**src/rtl/ysyx22040228_clint_pkg.sv**
```systemverilog
// Shared definitions for the CLINT and the EX/MEM load-store path.
//   - Register offsets inside the 64 KiB CLINT window.
//   - funct3 width-select encodings used by load/store requests.
//   - Request/response state enum and an alignment helper.
package ysyx22040228_clint_pkg;

  localparam logic [15:0] CLINT_MSIP     = 16'h0000;
  localparam logic [15:0] CLINT_MTIMECMP = 16'h4000;
  localparam logic [15:0] CLINT_MTIME    = 16'hBFF8;

  // funct3 width selects; bit 2 selects zero-extension on loads, 3'b111 is illegal.
  localparam logic [2:0] SEL_B  = 3'b000;
  localparam logic [2:0] SEL_H  = 3'b001;
  localparam logic [2:0] SEL_W  = 3'b010;
  localparam logic [2:0] SEL_D  = 3'b011;
  localparam logic [2:0] SEL_BU = 3'b100;
  localparam logic [2:0] SEL_HU = 3'b101;
  localparam logic [2:0] SEL_WU = 3'b110;
  localparam logic [2:0] SEL_BAD = 3'b111;

  typedef enum logic [0:0] {StIdle, StResp} clint_state_e;

  // size: log2 of the access width in bytes; lane: low address bits.
  function automatic logic is_misaligned(input logic [1:0] size, input logic [2:0] lane);
    logic mis;
    case (size)
      2'd0:    mis = 1'b0;
      2'd1:    mis = lane[0];
      2'd2:    mis = |lane[1:0];
      default: mis = |lane;
    endcase
    return mis;
  endfunction

endpackage

```
**src/rtl/ysyx22040228_clint_if.sv**
```systemverilog
// Load/store request + registered response channel between the EX stage and
// a memory-side slave such as the CLINT.
//   master: drives req_*, rsp_ready; slave: drives req_ready, rsp_*.
interface ysyx22040228_clint_if;
  logic        req_valid;
  logic        req_ready;
  logic        req_write;
  logic [63:0] req_addr;
  logic [2:0]  req_sel;
  logic [63:0] req_wdata;
  logic        rsp_valid;
  logic        rsp_ready;
  logic [63:0] rsp_rdata;
  logic        rsp_err;

  modport master (
    output req_valid, req_write, req_addr, req_sel, req_wdata, rsp_ready,
    input  req_ready, rsp_valid, rsp_rdata, rsp_err
  );

  modport slave (
    input  req_valid, req_write, req_addr, req_sel, req_wdata, rsp_ready,
    output req_ready, rsp_valid, rsp_rdata, rsp_err
  );
endinterface

```
**src/rtl/ysyx22040228_lane_align.sv**
```systemverilog
// Combinational byte-lane alignment for a 64-bit data port.
//   sel_i   : funct3 width select
//   lane_i  : byte lane (addr[2:0])
//   wdata_i : right-aligned store data
//   rword_i : 64-bit word being read
//   wmask_o : bit mask of the lanes a store touches
//   wdata_o : store data shifted into its lanes
//   rdata_o : load data extracted from rword_i and extended (0 for 3'b111)
module ysyx22040228_lane_align
  import ysyx22040228_clint_pkg::*;
(
  input  logic [2:0]  sel_i,
  input  logic [2:0]  lane_i,
  input  logic [63:0] wdata_i,
  input  logic [63:0] rword_i,
  output logic [63:0] wmask_o,
  output logic [63:0] wdata_o,
  output logic [63:0] rdata_o
);
  logic [63:0] size_mask;
  logic [63:0] rshift;
  logic [5:0]  shamt;

  assign shamt = {lane_i, 3'b000};

  always_comb begin
    size_mask = '1;
    unique case (sel_i[1:0])
      2'b00:   size_mask = 64'h0000_0000_0000_00FF;
      2'b01:   size_mask = 64'h0000_0000_0000_FFFF;
      2'b10:   size_mask = 64'h0000_0000_FFFF_FFFF;
      default: size_mask = '1;
    endcase
  end

  assign wmask_o = size_mask << shamt;
  assign wdata_o = (wdata_i & size_mask) << shamt;
  assign rshift  = rword_i >> shamt;

  always_comb begin
    rdata_o = '0;
    case (sel_i)
      SEL_B:   rdata_o = {{56{rshift[7]}}, rshift[7:0]};
      SEL_H:   rdata_o = {{48{rshift[15]}}, rshift[15:0]};
      SEL_W:   rdata_o = {{32{rshift[31]}}, rshift[31:0]};
      SEL_D:   rdata_o = rshift;
      SEL_BU:  rdata_o = {56'b0, rshift[7:0]};
      SEL_HU:  rdata_o = {48'b0, rshift[15:0]};
      SEL_WU:  rdata_o = {32'b0, rshift[31:0]};
      default: rdata_o = '0;
    endcase
  end

endmodule

```
**src/rtl/ysyx22040228_clint.sv**
```systemverilog
// Core-local interruptor: msip, mtimecmp and free-running mtime behind a
// one-outstanding load/store port with a registered response.
//   clk, rst   : clock, synchronous active-high reset
//   bus        : request/response channel (slave side)
//   timer_intr : registered (mtime >= mtimecmp)
//   soft_intr  : msip[0]
// Build option: define YSYX22040228_CLINT_MSIP_EN to implement msip; otherwise
// offset 0x0000 faults and soft_intr is tied low.
// BASE_ADDR must be 64 KiB aligned so that offset low bits equal addr low bits.
module ysyx22040228_clint
  import ysyx22040228_clint_pkg::*;
#(
  parameter logic [63:0] BASE_ADDR = 64'h0000_0000_0200_0000,
  parameter int unsigned TICK_DIV  = 1
) (
  input  logic                 clk,
  input  logic                 rst,
  ysyx22040228_clint_if.slave  bus,
  output logic                 timer_intr,
  output logic                 soft_intr
);
  localparam int unsigned      TickW    = (TICK_DIV > 1) ? $clog2(TICK_DIV) : 1;
  localparam logic [TickW-1:0] TickLast = TickW'(TICK_DIV - 1);

  clint_state_e     state_q;
  logic [63:0]      rsp_rdata_q;
  logic             rsp_err_q;
  logic [TickW-1:0] tick_cnt_q;
  logic             tick_wrap;
  logic [63:0]      mtime_q, mtime_d;
  logic [63:0]      mtimecmp_q, mtimecmp_d;
  logic             timer_intr_q;

  logic [63:0] offset;
  logic        in_window, hit_mtime, hit_mtimecmp, hit_msip;
  logic        acc_err, accept, do_write;
  logic [63:0] rd_word, wmask, wdata_sh, rdata_ext, merged;
  logic        msip_val;

  // Decode
  assign offset       = bus.req_addr - BASE_ADDR;
  assign in_window    = (offset[63:16] == 48'b0);
  assign hit_mtime    = in_window && (offset[15:3] == CLINT_MTIME[15:3]);
  assign hit_mtimecmp = in_window && (offset[15:3] == CLINT_MTIMECMP[15:3]);

  assign acc_err = (bus.req_sel == SEL_BAD)
                || is_misaligned(bus.req_sel[1:0], offset[2:0])
                || !(hit_mtime || hit_mtimecmp || hit_msip);

  assign accept   = bus.req_valid && bus.req_ready;
  assign do_write = accept && bus.req_write && !acc_err;

  always_comb begin
    rd_word = '0;
    if (hit_mtime)         rd_word = mtime_q;
    else if (hit_mtimecmp) rd_word = mtimecmp_q;
    else if (hit_msip)     rd_word = {63'b0, msip_val};
  end

  ysyx22040228_lane_align u_lane_align (
    .sel_i   (bus.req_sel),
    .lane_i  (offset[2:0]),
    .wdata_i (bus.req_wdata),
    .rword_i (rd_word),
    .wmask_o (wmask),
    .wdata_o (wdata_sh),
    .rdata_o (rdata_ext)
  );

  // Read-modify-write of the addressed register: only the stored lanes change.
  assign merged = (rd_word & ~wmask) | (wdata_sh & wmask);

`ifdef YSYX22040228_CLINT_MSIP_EN
  logic msip_q;

  assign hit_msip = in_window && (offset[15:2] == CLINT_MSIP[15:2]);

  always_ff @(posedge clk) begin
    if (rst) begin
      msip_q <= 1'b0;
    end else if (do_write && hit_msip) begin
      msip_q <= merged[0];
    end
  end

  assign msip_val = msip_q;
`else
  assign hit_msip = 1'b0;
  assign msip_val = 1'b0;
`endif

  assign soft_intr = msip_val;

  // Timer
  assign tick_wrap = (tick_cnt_q == TickLast);

  always_comb begin
    mtime_d = tick_wrap ? mtime_q + 64'd1 : mtime_q;
    // A store in the same cycle as a tick wins; that tick is dropped.
    if (do_write && hit_mtime) mtime_d = merged;
    mtimecmp_d = mtimecmp_q;
    if (do_write && hit_mtimecmp) mtimecmp_d = merged;
  end

  always_ff @(posedge clk) begin
    if (rst) begin
      tick_cnt_q   <= '0;
      mtime_q      <= '0;
      mtimecmp_q   <= '1;
      timer_intr_q <= 1'b0;
    end else begin
      tick_cnt_q   <= tick_wrap ? '0 : tick_cnt_q + TickW'(1);
      mtime_q      <= mtime_d;
      mtimecmp_q   <= mtimecmp_d;
      timer_intr_q <= (mtime_q >= mtimecmp_q);
    end
  end

  assign timer_intr = timer_intr_q;

  // Request/response FSM
  always_ff @(posedge clk) begin
    if (rst) begin
      state_q     <= StIdle;
      rsp_rdata_q <= '0;
      rsp_err_q   <= 1'b0;
    end else if (accept) begin
      state_q     <= StResp;
      rsp_rdata_q <= (bus.req_write || acc_err) ? 64'b0 : rdata_ext;
      rsp_err_q   <= acc_err;
    end else if ((state_q == StResp) && bus.rsp_ready) begin
      state_q     <= StIdle;
      rsp_rdata_q <= '0;
      rsp_err_q   <= 1'b0;
    end
  end

  assign bus.req_ready = (state_q == StIdle) || bus.rsp_ready;
  assign bus.rsp_valid = (state_q == StResp);
  assign bus.rsp_rdata = rsp_rdata_q;
  assign bus.rsp_err   = rsp_err_q;

endmodule

```
**src/flat_wrapper.sv**
```systemverilog
// flat-port wrapper written by rule: the top's interface ports become plain ports
module ysyx22040228_clint_flat import ysyx22040228_clint_pkg::*;
#(
  parameter logic [63:0] BASE_ADDR = 64'h0000_0000_0200_0000,
  parameter int unsigned TICK_DIV  = 1
)
  (clk, rst, timer_intr, soft_intr, bus_req_valid, bus_req_write, bus_req_addr, bus_req_sel, bus_req_wdata, bus_rsp_ready, bus_req_ready, bus_rsp_valid, bus_rsp_rdata, bus_rsp_err);
  ysyx22040228_clint_if bus_i ();
  input  logic clk;
  input  logic rst;
  output logic timer_intr;
  output logic soft_intr;
  input wire logic [$bits(bus_i.req_valid)-1:0] bus_req_valid;
  input wire logic [$bits(bus_i.req_write)-1:0] bus_req_write;
  input wire logic [$bits(bus_i.req_addr)-1:0] bus_req_addr;
  input wire logic [$bits(bus_i.req_sel)-1:0] bus_req_sel;
  input wire logic [$bits(bus_i.req_wdata)-1:0] bus_req_wdata;
  input wire logic [$bits(bus_i.rsp_ready)-1:0] bus_rsp_ready;
  output wire logic [$bits(bus_i.req_ready)-1:0] bus_req_ready;
  output wire logic [$bits(bus_i.rsp_valid)-1:0] bus_rsp_valid;
  output wire logic [$bits(bus_i.rsp_rdata)-1:0] bus_rsp_rdata;
  output wire logic [$bits(bus_i.rsp_err)-1:0] bus_rsp_err;
  assign bus_i.req_valid = bus_req_valid;
  assign bus_i.req_write = bus_req_write;
  assign bus_i.req_addr = bus_req_addr;
  assign bus_i.req_sel = bus_req_sel;
  assign bus_i.req_wdata = bus_req_wdata;
  assign bus_i.rsp_ready = bus_rsp_ready;
  assign bus_req_ready = bus_i.req_ready;
  assign bus_rsp_valid = bus_i.rsp_valid;
  assign bus_rsp_rdata = bus_i.rsp_rdata;
  assign bus_rsp_err = bus_i.rsp_err;
  ysyx22040228_clint #(.BASE_ADDR(BASE_ADDR), .TICK_DIV(TICK_DIV)) u_core (.clk(clk), .rst(rst), .bus(bus_i), .timer_intr(timer_intr), .soft_intr(soft_intr));
endmodule
```
**config.mk**
```make
export PLATFORM = sky130hd
export DESIGN_NAME = ysyx22040228_clint_flat
export DESIGN_NICKNAME = d
export VERILOG_FILES = /design/src/rtl/ysyx22040228_clint_pkg.sv /design/src/rtl/ysyx22040228_clint_if.sv /design/src/rtl/ysyx22040228_lane_align.sv /design/src/rtl/ysyx22040228_clint.sv /design/src/flat_wrapper.sv
export SDC_FILE = /design/constraint.sdc
export NUM_CORES = 1
export LEC_CHECK = 0
export ABC_AREA = 1
export BUFFER_PORTS_ARGS = -buffer_cell sky130_fd_sc_hd__buf_2
export CAP_MARGIN = 15
export CELL_PAD_IN_SITES_DETAIL_PLACEMENT = 0
export CELL_PAD_IN_SITES_GLOBAL_PLACEMENT = 2
export CORE_MARGIN = 4
export CORE_UTILIZATION = 35
export CTS_BUF_LIST = sky130_fd_sc_hd__clkbuf_8
export DETAILED_ROUTE_END_ITERATION = 10
export PLACE_DENSITY = 0.95
export SLEW_MARGIN = 0
export SYNTH_ARGS = -nofsm -noshare
export SYNTH_HDL_FRONTEND = slang
export SYNTH_SLANG_ARGS = --single-unit
```
**constraint.sdc**
```tcl
create_clock -name clk -period 10.1 [get_ports clk]
set_input_delay 3.03 -clock clk [delete_from_list [all_inputs] [get_ports clk]]
set_output_delay 3.03 -clock clk [all_outputs]
set_load 0.1 [all_outputs]
```
==> flow_summary_export.csv <==
group,metric,value,unit
outcome,status,"finished clean",
clock_network,cts.clk_slew.worst_paths,0.12,ns
logic_synthesis,synthFlopType,"dfxtp_1",
final_layout,drive_above_1_share,11.35,%
pwr,p_total,1.739,mW
critical_path,slowest_delay,0.69,ns
clock_network,cts-root-buf,"clkbuf_8",
drt,route.met3.wl,8.752,mm
drt,via_per_inst,5.707,
placed_design,gp_congestion,1.040,
placed_design,dp_worst_setup_slack,2.330,ns
clock_network,cts_inserted_buffers,17,
floorplanning,die_h,240.0,um
pwr,p_per_area,84.40,nW/um2
drt,drc,0,
drt,wl_met1,38.46,mm
job,drv_cap,0,
drt,top_layer,"met5",
final_layout,regArea,3924,um2
floorplanning,io_pins,205,
logic_synthesis,yosys_warnings,0,
critical_path,critPathKind,"primary input to register",
logic_synthesis,synth-seq-area-share,20.82,%
clock_network,cts_buffer_depth,2,
timing,finalHoldViolCount,0,
critical_path,rr_worst_depth,22,
final_layout,multi_input_area,12950,um2
final_layout,fillers,6162,
final_layout,instances_no_fill,4037,
timing,setup_ws,2.910,ns
timing,max_clock_freq,139.1,MHz
placed_design,io_buffers,203,
pwr,leakagePower,10.42,nW
clock_network,cts.sinks,196,
timing,tns,0,ns
global_route,first_global_vias,20393,
placed_design,dp.cells,4002,
critical_path,cp_slowest_cell,"nand4_2",
critical_path,cp-end-kind,"register",
drt,vias,23040,
drt,finalWirelength,88.33,mm
final_layout,final_area,20600,um2
pwr,vdd_ir_drop_max,0.08176,mV
critical_path,required,10.60,ns
logic_synthesis,synth_cells,3258,
clock_network,post-cts-setup-buffers,0,
floorplanning,initial_core_util,35.57,%
critical_path,crit_start,"bus_req_addr[25]",
timing,rsz0062_at_grt,"false",
floorplanning,rows,84,
logic_synthesis,syn_area_per_cell,5.784,um2
placed_design,post_dp_cell_area,20160,um2
critical_path,crit_end,"u_core.mtime_q[8]",
timing,fin_crit_sh,71.19,%
worst_hold_path,hp-class,"register to register",
global_route,grt_start_max_net_pins,82,
timing,period_needed,7.190,ns
drt,firstDrtPassIters,7,
critical_path,critPathMaxFanout,46,
drt,wl_per_cell,21.88,um
logic_synthesis,async_reset_ff_share,0,%
critical_path,ff2ff_setup_slack,5.86,ns
final_layout,final_common_cell,"nand2_1",
global_route,grt-ovfl-total,0,
final_layout,area_growth,9.335,%
global_route,grt_antenna_before_repair,2,
floorplanning,core-area,52970,um2
logic_synthesis,synth-seq-cells,196,
critical_path,cp_data_arrival_time,7.69,ns
critical_path,r2r_end,"u_core.mtime_q[58]",
drt,drt-initial-drc-count,2819,
timing,drv_slew,0,
clock_network,cts_tree,"done",
final_layout,fin_nets,3536,
timing,setup-violations-final,0,
placed_design,hpwl,69.40,mm
timing,fin_worst_skew,0.03238,ns
clock_network,cts-resized-gates,0,
logic_synthesis,synthDistinctLibCells,63,
critical_path,worstReg2RegStart,"u_core.mtime_q[1]",
global_route,grt_first_pass_wirelength,129.7,mm
final_layout,final_cell_mix,"1045 x nand2_1, 287 x nor2_1, 286 x inv_1",
floorplanning,dieArea,57620,um2
clock_network,h-tree-depth,4,
critical_path,path_common_cell,"nand2_1",
drt,route.met2.wl,37.74,mm
global_route,grt.total_usage,29.53,%
clock_network,cts_hold_buffers,0,
timing,maxSlewHeadroom,30.21,%
clock_network,insertion_delay,0.56,ns
drt,antenna_left,0,
timing,tightest_slew,1.040,ns
logic_synthesis,synth_edf_count,0,
critical_path,cp-start-kind,"primary input",
critical_path,worstPathCellList,"buf_2 -> inv_1 -> ha_1 -> nand2_1 -> nor2_4 -> nand2_1 -> nand2_1 -> nand2_1 -> nor2_1 -> nand2_1 -> nor2_1 -> nand2_1 -> nor2_1 -> nand4_2 -> nand2_2 -> nand2_1 -> nor3_2 -> nand2_2 -> inv_2 -> buf_4 -> nand2_1 -> o221ai_1 -> nand2_1 -> inv_1",
logic_synthesis,netlist_area,18840,um2
floorplanning,die_w,240.0,um
[state kept, by name, summed over array words and instances (netlist names)]
name	flops
u_core.timer_intr	1
u_core.mtime_q	64
u_core.bus.rsp_rdata	64
u_core.bus.rsp_err	1
u_core.mtimecmp_q	64
u_core.bus.rsp_valid	1
u_core.tick_cnt_q	1
[synthesized netlist by cell type (21+ instances only)]
master,number,share of area (%)
a21oi_1,194,5.2
a31oi_1,21,0.70
buf_1,21,0.42
buf_2,41,1.1
clkbuf_1,99,2.0
dfxtp_1,196,21
ha_1,66,4.4
inv_1,288,5.7
nand2_1,1046,21
nand2_2,21,0.70
nand3_1,252,6.7
nand4_1,104,3.5
nor2_1,289,5.8
nor3_1,44,1.2
nor4_1,22,0.73
o211ai_1,71,2.8
o21ai_0,190,5.0
o21ai_1,30,0.80
o22ai_1,21,0.70
xor2_1,53,2.5
[layout make-up]
class,count,share of cell area [%]
antenna,2,0.02429
clock buffer,17,1.136
clock inverter,15,0.8927
inverter,305,5.575
multi-input combinational,2575,62.83
sequential,196,19.04
tap,688,4.178
timing repair buffer,239,6.316
[metal layers]
metal	track usage, %	vias to the layer above
met5	0	-
met1	41.95	10672
met4	10.21	2
li1	-	10967
met2	44.16	1226
met3	6.504	173
[per-stage QoR]
step	hold slack, ns	utilization, %
2_1_floorplan	0.4460	-
3_3_place_gp	0.4530	38.06
3_5_place_dp	0.4527	38.06
4_1_cts	0.4701	38.85
5_1_grt	0.4857	38.89
6_report	0.4680	38.90
[critical path, delay by kind of cell]
kind                     cells  cell delay, ns
AO/OA/AOI/OAI                1            0.07
adder cells (fa/ha/maj)      1            0.25
buffers and inverters        5            1.30
AND/OR/NAND/NOR             17            2.97
[worst min-delay path by stage]
stage / slack [ns] / start / cells past startpoint / end
2_1_floorplan: 0.45 / u_core.mtimecmp_q[10] / 2 / u_core.mtimecmp_q[10]
3_3_place_gp: 0.45 / u_core.bus.rsp_rdata[11] / 2 / u_core.bus.rsp_rdata[11]
3_5_place_dp: 0.45 / u_core.bus.rsp_rdata[40] / 2 / u_core.bus.rsp_rdata[40]
4_1_cts: 0.47 / u_core.bus.rsp_rdata[40] / 2 / u_core.bus.rsp_rdata[40]
5_1_grt: 0.49 / u_core.bus.rsp_rdata[47] / 2 / u_core.bus.rsp_rdata[47]
6_report: 0.47 / u_core.bus.rsp_rdata[48] / 2 / u_core.bus.rsp_rdata[48]
[where the power goes]
group	switching (mW)	internal (mW)
registers	0.00191	0.774
logic	0.287	0.0947
clock network	0.350	0.231
[cells by family (layout without fill, tap and decap cells)]
logic type / after synthesis / in the layout / share of synthesized area [%]
simple gates: 1843 / 1843 / 42.63
compound gates: 605 / 605 / 18.67
buf+inv: 488 / 576 / 10.73
flops: 196 / 196 / 20.82
fa+ha+maj: 66 / 66 / 4.382
xor+xnor: 59 / 59 / 2.742
other cells: 1 / 4 / 0.01990
Power figures use the tool's default switching activity.
